File: src/rtl/if_df_pkg.sv
// Shared definitions for the fetch/decode pipeline boundary.
//   stage_state_e : occupancy of a two-entry skid stage
//   PC_W_DEF / INST_W_DEF : default field widths used by fetch and decode
//   NOP_INST_DEF : bubble instruction presented while no pair is valid
package if_df_pkg;

  localparam int unsigned PC_W_DEF   = 16;
  localparam int unsigned INST_W_DEF = 16;

  localparam logic [INST_W_DEF-1:0] NOP_INST_DEF = '0;

  typedef enum logic [1:0] {
    EMPTY = 2'd0,
    ONE   = 2'd1,
    FULL  = 2'd2
  } stage_state_e;

endpackage

File: src/rtl/sat_counter.sv
// Saturating up-counter for performance monitoring.
//   clk   : clock, rising edge
//   rst   : synchronous reset, active-low, clears count
//   inc   : increment request for this cycle
//   count : current value; sticks at all-ones
module sat_counter #(
  parameter int unsigned WIDTH = 16
) (
  input  logic             clk,
  input  logic             rst,
  input  logic             inc,
  output logic [WIDTH-1:0] count
);

  always_ff @(posedge clk) begin
    if (!rst) begin
      count <= '0;
    end else if (inc && (count != '1)) begin
      count <= count + 1'b1;
    end
  end

endmodule

File: src/rtl/if_df_skid_stage.sv
// Fetch-to-decode pipeline stage with valid/ready handshake and a two-entry
// skid buffer (main register drives the outputs, skid register catches the
// beat in flight when decode stalls).
//   clk, rst (sync, active-low), flush (sync, active-high)
//   in_valid / in_ready (registered) / in_pc / in_inst : from fetch
//   out_valid / out_ready / out_pc / out_inst          : to decode
//   stall_cnt : saturating count of cycles with out_valid=1, out_ready=0
module if_df_skid_stage
  import if_df_pkg::*;
#(
  parameter int unsigned        PC_W     = PC_W_DEF,
  parameter int unsigned        INST_W   = INST_W_DEF,
  parameter logic [INST_W-1:0]  NOP_INST = INST_W'(NOP_INST_DEF),
  parameter int unsigned        CNT_W    = 16
) (
  input  logic              clk,
  input  logic              rst,
  input  logic              flush,
  input  logic              in_valid,
  output logic              in_ready,
  input  logic [PC_W-1:0]   in_pc,
  input  logic [INST_W-1:0] in_inst,
  output logic              out_valid,
  input  logic              out_ready,
  output logic [PC_W-1:0]   out_pc,
  output logic [INST_W-1:0] out_inst,
  output logic [CNT_W-1:0]  stall_cnt
);

  stage_state_e state_q, state_d;

  logic              in_ready_q;
  logic [PC_W-1:0]   main_pc, skid_pc;
  logic [INST_W-1:0] main_inst, skid_inst;

  logic in_fire, out_fire;
  logic load_main_in, load_main_skid, load_skid;

  // Valid bits of main and skid are encoded by the state itself:
  // main valid <=> state != EMPTY, skid valid <=> state == FULL.
  assign out_valid = (state_q != EMPTY);
  assign in_ready  = in_ready_q;
  assign in_fire   = in_valid & in_ready_q;
  assign out_fire  = out_valid & out_ready;

  assign out_pc   = out_valid ? main_pc   : '0;
  assign out_inst = out_valid ? main_inst : NOP_INST;

  always_comb begin
    state_d        = state_q;
    load_main_in   = 1'b0;
    load_main_skid = 1'b0;
    load_skid      = 1'b0;
    unique case (state_q)
      EMPTY: begin
        if (in_fire) begin
          state_d      = ONE;
          load_main_in = 1'b1;
        end
      end
      ONE: begin
        if (in_fire && out_fire) begin
          load_main_in = 1'b1;
        end else if (in_fire) begin
          state_d   = FULL;
          load_skid = 1'b1;
        end else if (out_fire) begin
          state_d = EMPTY;
        end
      end
      FULL: begin
        if (out_fire) begin
          state_d        = ONE;
          load_main_skid = 1'b1;
        end
      end
      default: state_d = EMPTY;
    endcase
    // Flush discards both entries and any pair accepted this cycle.
    if (flush) begin
      state_d        = EMPTY;
      load_main_in   = 1'b0;
      load_main_skid = 1'b0;
      load_skid      = 1'b0;
    end
  end

  always_ff @(posedge clk) begin
    if (!rst) begin
      state_q    <= EMPTY;
      in_ready_q <= 1'b1;
      main_pc    <= '0;
      main_inst  <= NOP_INST;
      skid_pc    <= '0;
      skid_inst  <= NOP_INST;
    end else begin
      state_q    <= state_d;
      in_ready_q <= (state_d != FULL);
      if (load_main_in) begin
        main_pc   <= in_pc;
        main_inst <= in_inst;
      end else if (load_main_skid) begin
        main_pc   <= skid_pc;
        main_inst <= skid_inst;
      end
      if (load_skid) begin
        skid_pc   <= in_pc;
        skid_inst <= in_inst;
      end
    end
  end

  sat_counter #(
    .WIDTH(CNT_W)
  ) u_stall_cnt (
    .clk  (clk),
    .rst  (rst),
    .inc  (out_valid & ~out_ready),
    .count(stall_cnt)
  );

endmodule

File: config.mk
export PLATFORM = sky130hd
export DESIGN_NAME = if_df_skid_stage
export DESIGN_NICKNAME = d
export VERILOG_FILES = /design/src/rtl/if_df_pkg.sv /design/src/rtl/sat_counter.sv /design/src/rtl/if_df_skid_stage.sv
export SDC_FILE = /design/constraint.sdc
export NUM_CORES = 1
export LEC_CHECK = 0
export ABC_AREA = 1
export CAP_MARGIN = 5
export CORE_MARGIN = 5
export CORE_UTILIZATION = 56
export DETAILED_ROUTE_END_ITERATION = 8
export PLACE_DENSITY_LB_ADDON = 0.08
export SLEW_MARGIN = 20
export SYNTH_ARGS = -nofsm -noshare
export SYNTH_HDL_FRONTEND = slang
export SYNTH_HIERARCHICAL = 1
export SYNTH_SLANG_ARGS = --single-unit
File: constraint.sdc
create_clock -name clk -period 4.15 [get_ports clk]
set_input_delay 0.415 -clock clk [delete_from_list [all_inputs] [get_ports clk]]
set_output_delay 0.415 -clock clk [all_outputs]
set_load 0.03 [all_outputs]
[Word level (Yosys, flattened, before mapping)]
Cells that the tools add are included.
W data, S select, Z words.
Storage, ports and cells
  output and inout bits: 50
  register bits after elaboration: 83
  word-level logic and storage cells: 44
  input port bits: 37
Operators by class
  bitwise logic cells: 4
  $add $sub $neg: 1
  reduce and logical (&&, ||, !) cells: 5
  mux-type cells: 23
  equal/unequal tests: 4
Operator list (number)
  $mux W16: 6
  $add A16 B1 Y16 const B: 1
  $ne A16 B16 Y1 const B: 1
  $mux W2: 6
  $mux W1: 9
  $pmux W2 S3: 1
  $reduce_bool A2 Y1: 2
  $and A1 B1 Y1: 3
  $eq A2 B1 Y1 const B: 1
  $eq A2 B2 Y1 const B: 1
  $logic_and A1 B1 Y1: 2
  $logic_not A2 Y1: 1
  $ne A2 B2 Y1 const B: 1
  $pmux W1 S2: 1
  $not A1 Y1: 1

[Logic depth before layout (Yosys ltp)]
Gate-level depths: netlist (run 1).
  depth in word-level cells: 8
  mapped depth: 10

[Modules after synthesis]
The synthesis (run 1) kept the hierarchy.
By module, submodules not included
  if_df_skid_stage: cells each 548, area each 3437.0 um^2, times used 1
  sat_counter: cells each 149, area each 996.0 um^2, times used 1

[Worst setup path before layout (run 1)]
No wires, ideal clock.
  path kind: reg-to-output
  from: register state_q[1]
  to: output port out_inst[10]
  data arrival time: 1.173 ns
  cell stages (with the launch flop): 4
  required time: 3.735 ns
  path buffers: 1
  setup slack: 2.562 ns
  cell sequence: dfxtp_1 -> nor2_1 -> clkbuf_1 -> nor2_1
On the way
  longest elaborated chain between the ends: 2
RTL lines
  start: declaration: RTL line if_df_skid_stage.sv:30  | stage_state_e state_q, state_d;
  start signal: assignment: RTL line if_df_skid_stage.sv:97  | state_q <= state_d;
  $reduce_bool A2 Y1: RTL line if_df_skid_stage.sv:41  | assign out_valid = (state_q != EMPTY);
  $mux W16: RTL line if_df_skid_stage.sv:47  | assign out_inst = out_valid ? main_inst : NOP_INST;
  end: declaration: RTL line if_df_skid_stage.sv:26  | output logic [INST_W-1:0] out_inst,
Every way passes these cells.

[Worst setup path after layout (run 1)]
  from: register state_q[1]
  to: output port out_pc[2]
On the way
  longest elaborated chain between the ends: 2
RTL lines
  $reduce_bool A2 Y1: RTL line if_df_skid_stage.sv:41
  $mux W16: RTL line if_df_skid_stage.sv:46  | assign out_pc = out_valid ? main_pc : '0;
  end: declaration: RTL line if_df_skid_stage.sv:25  | output logic [PC_W-1:0] out_pc,
Every way passes these cells.

==> results.json, run 1 <==
{
  "vias_per_cell": 5.19,
  "nets": 797,
  "fin_skew_ps": 7.99,
  "p_leak_uw": 0.00247,
  "area_delta_synth_final_pct": 23.6,
  "ys_types": 25,
  "synthTopCellsByArea": "dfxtp_1 (37%), nand2_1 (12%), inv_1 (9.4%)",
  "grt_pass1_vias": 4089,
  "cp-end-kind": "primary output",
  "post-cts-setup-buffers": 0,
  "io_buffers": 86,
  "yosysMostFrequentCell": "nand2_1",
  "routedWlPerCell_um": 12.7,
  "reg2reg_from": "state_q[1]",
  "r2r_end": "u_stall_cnt/count[13]",
  "die_x_um": 99.0,
  "synth_top_area_share_pct": 37.5,
  "grt_first_pass_wirelength_mm": 18.5,
  "synth_top_flop_cell": "dfxtp_1",
  "power_frac_comb_pct": 14.2,
  "diodes": 0,
  "dieArea_sq_mm": 0.00980,
  "required_ps": 3730,
  "p_seq_share_pct": 50.3,
  "rows": 32,
  "antenna_found_initial": 0,
  "max_slew.worst_pin.slew_ps": 695,
  "final_util_pct": 70.9,
  "gr-usage-all-layers_pct": 22.6,
  "p_clk_share_pct": 35.5,
  "grt_overflow": 0,
  "ys_ff_latch": 83,
  "synth-edff-count": 0,
  "die_h_um": 99.0,
  "cp_slowest_stage_delay_ps": 590,
  "fin_crit_ps": 2770,
  "final_layout_size_suffix_gt1_share_pct": 7.07,
  "num_vias": 4494,
  "cp_slowest_cell": "clkdlybuf4s50_1",
  "ant_nets": 0,
  "firstDrtPassIters": 5,
  "drv_cap": 0,
  "dr.first_iter.drc_count": 231,
  "critPathBufInv": 2,
  "finalHoldViolCount": 0,
  "clockBufferDepth": 2,
  "cts_buffers": 9,
  "hold_depth": 2,
  "synth_area_sq_mm": 0.00443,
  "drc": 0,
  "hold_start": "skid_inst[14]",
  "synth_cells": 697,
  "start_kind": "flop",
  "p_sw_uw": 444,
  "cpLargestDelayFamily": "buffers and inverters",
  "max_slew_margin_pct": 53.6,
  "worstPathMaxFanout": 20,
  "cts-root-buf": "clkbuf_8",
  "ir_drop_uv": 266,
  "grt_start_max_net_pins": 49,
  "dp_hpwl_mm": 7.24,
  "clock_latency_ps": 350,
  "synth-async-reset-ratio_pct": 0,
  "p_sw_share_pct": 26.9,
  "whs_endpoint": "skid_inst[14]",
  "initial_core_util_pct": 57.4,
  "r2r_cells": 9,
  "status": "finished clean",
  "path_cells": "nor2_2 > buf_4 > nor2_1 > clkdlybuf4s50_1",
  "synthTopCellsByCount": "nand2_1 (140), inv_1 (111), nor2_1 (102), dfxtp_1 (83), nand3_1 (77)",
  "regToRegSetupSlack_ps": 1850,
  "rsz0062_at_grt": "false",
  "routed_wl_mm": 11.0,
  "io-pin-count": 87,
  "cts_tree": "built",
  "cts_resized": 0,
  "p_int_uw": 1210,
  "cts_sinks": 83,
  "fmax_mhz": 361,
  "min_period_over_period_pct": 66.7,
  "syn_nets": 735,
  "core_area_sq_mm": 0.00773,
  "yosysWarningCount": 6,
  "pwr_density_cell_mw_per_mm2": 302,
  "criticalPathCategory": "reg -> out",
  "ctsHtreeMaxLevel": 3,
  "hold_buffers": 0,
  "drv_slew": 0,
  "worst_hold_path_type": "reg -> reg",
  "avgSynthCellArea_sq_um": 6.36,
  "synth_top_cell_by_area": "dfxtp_1",
  "fin_setup_tns_ps": 0,
  "clkTransAtPathRegs_ps": 80,
  "ys_seq_area_share_pct": 37.5,
  "fillerInstances": 683,
  "setup_violations": 0,
  "place.gp.congestion": 0.833,
  "worstPathArrival_ps": 2350
}
layout make-up:
| type | instances | area [sq um] | share of cell area (%) |
|---|---|---|---|
| multi-input cells | 458 | 2150 | 39.2 |
| clock inverters | 6 | 65.1 | 1.19 |
| clock buffers | 10 | 138 | 2.51 |
| inverters | 113 | 424 | 7.74 |
| well taps | 102 | 128 | 2.33 |
| repair buffers | 94 | 916 | 16.7 |
| flip-flops and latches | 83 | 1660 | 30.3 |
per-stage QoR:
| step | setup slack (ps) | power, uW | hold WS (ps) | instances | instance area [sq um] |
|---|---|---|---|---|---|
| floorplan | 2560 | 1000 | 424 | 697 | 4430 |
| global placement | 1470 | 1080 | 434 | 850 | 5270 |
| detailed placement | 1390 | 1080 | 439 | 850 | 5270 |
| CTS | 1360 | 1670 | 450 | 866 | 5480 |
| global route | 1250 | 1740 | 465 | 866 | 5480 |
| finish | 1380 | 1650 | 449 | 866 | 5480 |
layout by cell type (no fill, tap or decap), drive strengths merged:
master / netlist / layout
or2: 1 / 1
nor2: 117 / 117
nand3: 79 / 79
nand4: 35 / 35
clkdlybuf4s50: 0 / 85
ha: 1 / 1
dfxtp: 83 / 83
nand2: 146 / 146
clkbuf: 26 / 10
clkinvlp: 0 / 1
nor3: 3 / 3
bufinv: 0 / 1
a21oi: 43 / 43
clkinv: 0 / 4
o21ai: 33 / 33
buf: 17 / 9
inv: 113 / 113
sequential cells by signal (all words and copies together) (netlist names):
signal	flops
main_pc	16
in_ready	1
state_q	2
u_stall_cnt/count	16
skid_pc	16
main_inst	16
skid_inst	16
how the worst max path moves through the flow:
stage	startpoint	endpoint	slack (ps)	depth (start not counted)
floorplan	state_q[1]	out_inst[10]	2560	3
global placement	flush	main_pc[0]	1470	8
detailed placement	in_valid	main_pc[14]	1390	8
CTS	state_q[1]	out_inst[7]	1360	4
global route	state_q[1]	out_inst[7]	1250	4
finish	state_q[1]	out_pc[2]	1380	4
kinds of logic after synthesis:
family                     Yosys count  synth area share, %
buffers and inverters              156                 14.3
adders and majority gates            1                0.282
DFF                                 83                 37.5
AOI/OAI and AO/OA                   76                 8.58
and+or+nand+nor                    381                 39.4
power groups by stage:
stage / Sequential, uW / Combinational [uW] / Clock [uW]
6_report: 832 / 234 / 588
3_3_place_gp: 850 / 227 / 0
2_1_floorplan: 850 / 151 / 0
3_5_place_dp: 851 / 233 / 0
5_1_grt: 835 / 263 / 640
4_1_cts: 832 / 235 / 601
worst reg2reg max path, cell delays in order, from the launching register on:
cell and delay (ps):
dfxtp_1 480, nor2_2 210, buf_4 260, nor2_1 500, nand3_1 170, or2_0 220
nor2_1 160, nand3_1 90, nand2_1 70, nor2_1 40
per-layer routing:
metal  vias up  track usage [%]  part of all wire, %
li1       2301                -                    -
met1      2021             27.1                   42
met2       150             39.2                   49
met3        22             5.45                  6.9
met4         0             7.88                  2.0
met5         -                0                    0
Power figures use the tool's default switching activity.
==> inputs of run 2 (changes only) <==
--- a/config.mk
+++ b/config.mk
@@ -8,7 +8,7 @@
 export ABC_AREA = 1
 export CAP_MARGIN = 5
 export CORE_MARGIN = 5
-export CORE_UTILIZATION = 56
+export CORE_UTILIZATION = 47
 export DETAILED_ROUTE_END_ITERATION = 8
 export PLACE_DENSITY_LB_ADDON = 0.08
 export SLEW_MARGIN = 20
==> constraint.sdc (replaced) <==
create_clock -name clk -period 2.5 [get_ports clk]
set_input_delay 0.25 -clock clk [delete_from_list [all_inputs] [get_ports clk]]
set_output_delay 0.25 -clock clk [all_outputs]
set_load 0.03 [all_outputs]
==> run 2 against run 1 <==
  * Sequential share of layout area down 0.54 points
  * Clock skew up 4.0 ps
  * Flip-flop and latch count unchanged
  * Design area up 1.8%
  * Power up 66%
  * Critical endpoint is now out_pc[7]
  * Count of clock-buffer cells in the layout up 2
  * Register-to-register slack worse by 1200 ps
  * Cell count up 3.8%
==> results.json, run 2 (synthesis results as in run 1) <==
{
  "status": "finished clean",
  "grt_start_max_net_pins": 65,
  "path_cells": "nor2_4 > buf_4 > nor2_1 > clkdlybuf4s50_1",
  "wl_met2_mm": 5.50,
  "worst_hold_path_type": "in -> reg",
  "clockBufferDepth": 2,
  "final_cell_mix": "nand2_1 (140), inv_1 (111), nor2_1 (100)",
  "critPathBufInv": 2,
  "fin_crit_ps": 2380,
  "setup_slack_ps": 124,
  "ir_drop_uv": 257,
  "clkTransAtPathRegs_ps": 80,
  "io_buffers": 86,
  "firstDrtPassIters": 4,
  "start_kind": "flop",
  "required_ps": 2250,
  "place.gp.congestion": 0.839,
  "fin_skew_ps": 12.0,
  "gr-usage-all-layers_pct": 20.1,
  "routed_wl_mm": 11.4,
  "rows": 35,
  "final_layout_size_suffix_gt1_share_pct": 7.40,
  "layoutNonFillerInstCount": 899,
  "p_leak_uw": 0.00249,
  "drv_cap": 0,
  "grt_pass1_vias": 4279,
  "max_slew_margin_pct": 56.7,
  "cts_sinks": 83,
  "io-pin-count": 87,
  "ant_nets": 0,
  "core_area_sq_mm": 0.00924,
  "worstPathArrival_ps": 2130,
  "dpl.cell_count": 883,
  "cts_tree": "built",
  "num_vias": 4526,
  "vias_per_cell": 5.03,
  "criticalPathCategory": "reg -> out",
  "die_h_um": 107,
  "setup_violations": 0,
  "finalHoldViolCount": 0,
  "initial_core_util_pct": 48.0,
  "hold_buffers": 0,
  "final_common_cell": "nand2_1",
  "cts-root-buf": "clkbuf_8",
  "grt_first_pass_wirelength_mm": 19.1,
  "routedWlPerCell_um": 12.7,
  "area_delta_synth_final_pct": 25.8,
  "wl_met3_um": 606,
  "highest_layer": "met4",
  "drv_slew": 0,
  "clock_latency_ps": 350,
  "cts_buffers": 9,
  "dr.first_iter.drc_count": 263,
  "antenna_found_initial": 0,
  "diodes": 0,
  "cp-end-kind": "primary output",
  "cpLargestDelayFamily": "buffers and inverters",
  "cp_slowest_cell": "clkdlybuf4s50_1",
  "worstPathMaxFanout": 24,
  "cp_slowest_stage_delay_ps": 590,
  "min_period_over_period_pct": 95.0,
  "wl_met1_mm": 5.09,
  "pwr_density_cell_mw_per_mm2": 492,
  "dp_hpwl_mm": 7.47,
  "fin_setup_tns_ps": 0,
  "max_slew.worst_pin.slew_ps": 648,
  "grt_overflow": 0,
  "fmax_mhz": 421,
  "dieArea_sq_mm": 0.0115,
  "post-place-ws_ps": 127,
  "rsz0062_at_grt": "false",
  "drc": 0,
  "ctsHtreeMaxLevel": 3,
  "nets": 803,
  "die_x_um": 107
}
## run 2: cell count changes in the layout (fill, tap and decap cells not counted), moves of 2 or more
cell      change
buf_12        +2
clkbuf_1      +2
buf_4         +4
clkinv_4      -2
## run 2: metal layers
metal	vias to the layer above	track usage (%)
li1	2316	-
met1	2063	24.0
met2	129	35.9
met3	18	3.61
met4	0	7.49
met5	-	0
## run 2: repair_timing
item,4_1_cts,5_1_grt
setup buffers,0,0
setup endpoints to repair,20,1
gates resized for setup,1,0
pin swaps,0,1
## run 2: per-stage QoR
step	utilization, %	hold slack, ps	area (sq um)	power, uW
global placement	58.2	434	5380	1800
global route	60.4	432	5580	2870
CTS	60.4	393	5580	2780
finish	60.4	412	5580	2750
detailed placement	58.2	439	5380	1810
floorplan	-	390	4430	1660
## run 2: worst min-delay path, delay by kind of cell
| kind | cells | cell delay (ps) |
|---|---|---|
| buffers and inverters | 1 | 290 |
| and+or+nand+nor | 2 | 170 |
## run 2: area by class of cell
class	instances	area [sq um]
Clock inverter	4	50.0
Clock buffer	12	145
Timing Repair Buffer	100	986
Fill cell	913	3660
Tap cell	129	161
Multi-Input combinational cell	458	2150
Inverter	113	424
Sequential cell	83	1660
## run 2: worst paths after layout
| check | slack, ps | endpoint | start | depth (start not counted) |
|---|---|---|---|---|
| worst max-delay path | 120 | out_pc[7] | state_q[1] | 4 |
| worst min-delay path | 410 | main_inst[10] | rst | 3 |
| worst max register to register | 660 | u_stall_cnt/count[10] | state_q[1] | 8 |
| worst min register to register | 450 | skid_inst[13] | skid_inst[13] | 2 |
## run 2: where the power goes
group | internal [uW] | leakage [uW] | switching, uW | total (uW)
Combinational | 160 | 0.00173 | 240 | 401
Sequential | 1370 | 0.000675 | 13.7 | 1380
Clock | 489 | 0.0000926 | 476 | 965
==> inputs of run 3 (changes only) <==
--- a/config.mk
+++ b/config.mk
@@ -10,6 +10,7 @@
 export CORE_MARGIN = 5
 export CORE_UTILIZATION = 47
 export DETAILED_ROUTE_END_ITERATION = 8
+export HOLD_SLACK_MARGIN = 0.06
 export PLACE_DENSITY_LB_ADDON = 0.08
 export SLEW_MARGIN = 20
 export SYNTH_ARGS = -nofsm -noshare
==> results of run 3 <==
The final DEF is identical to that of run 2; final timing and power are the same.
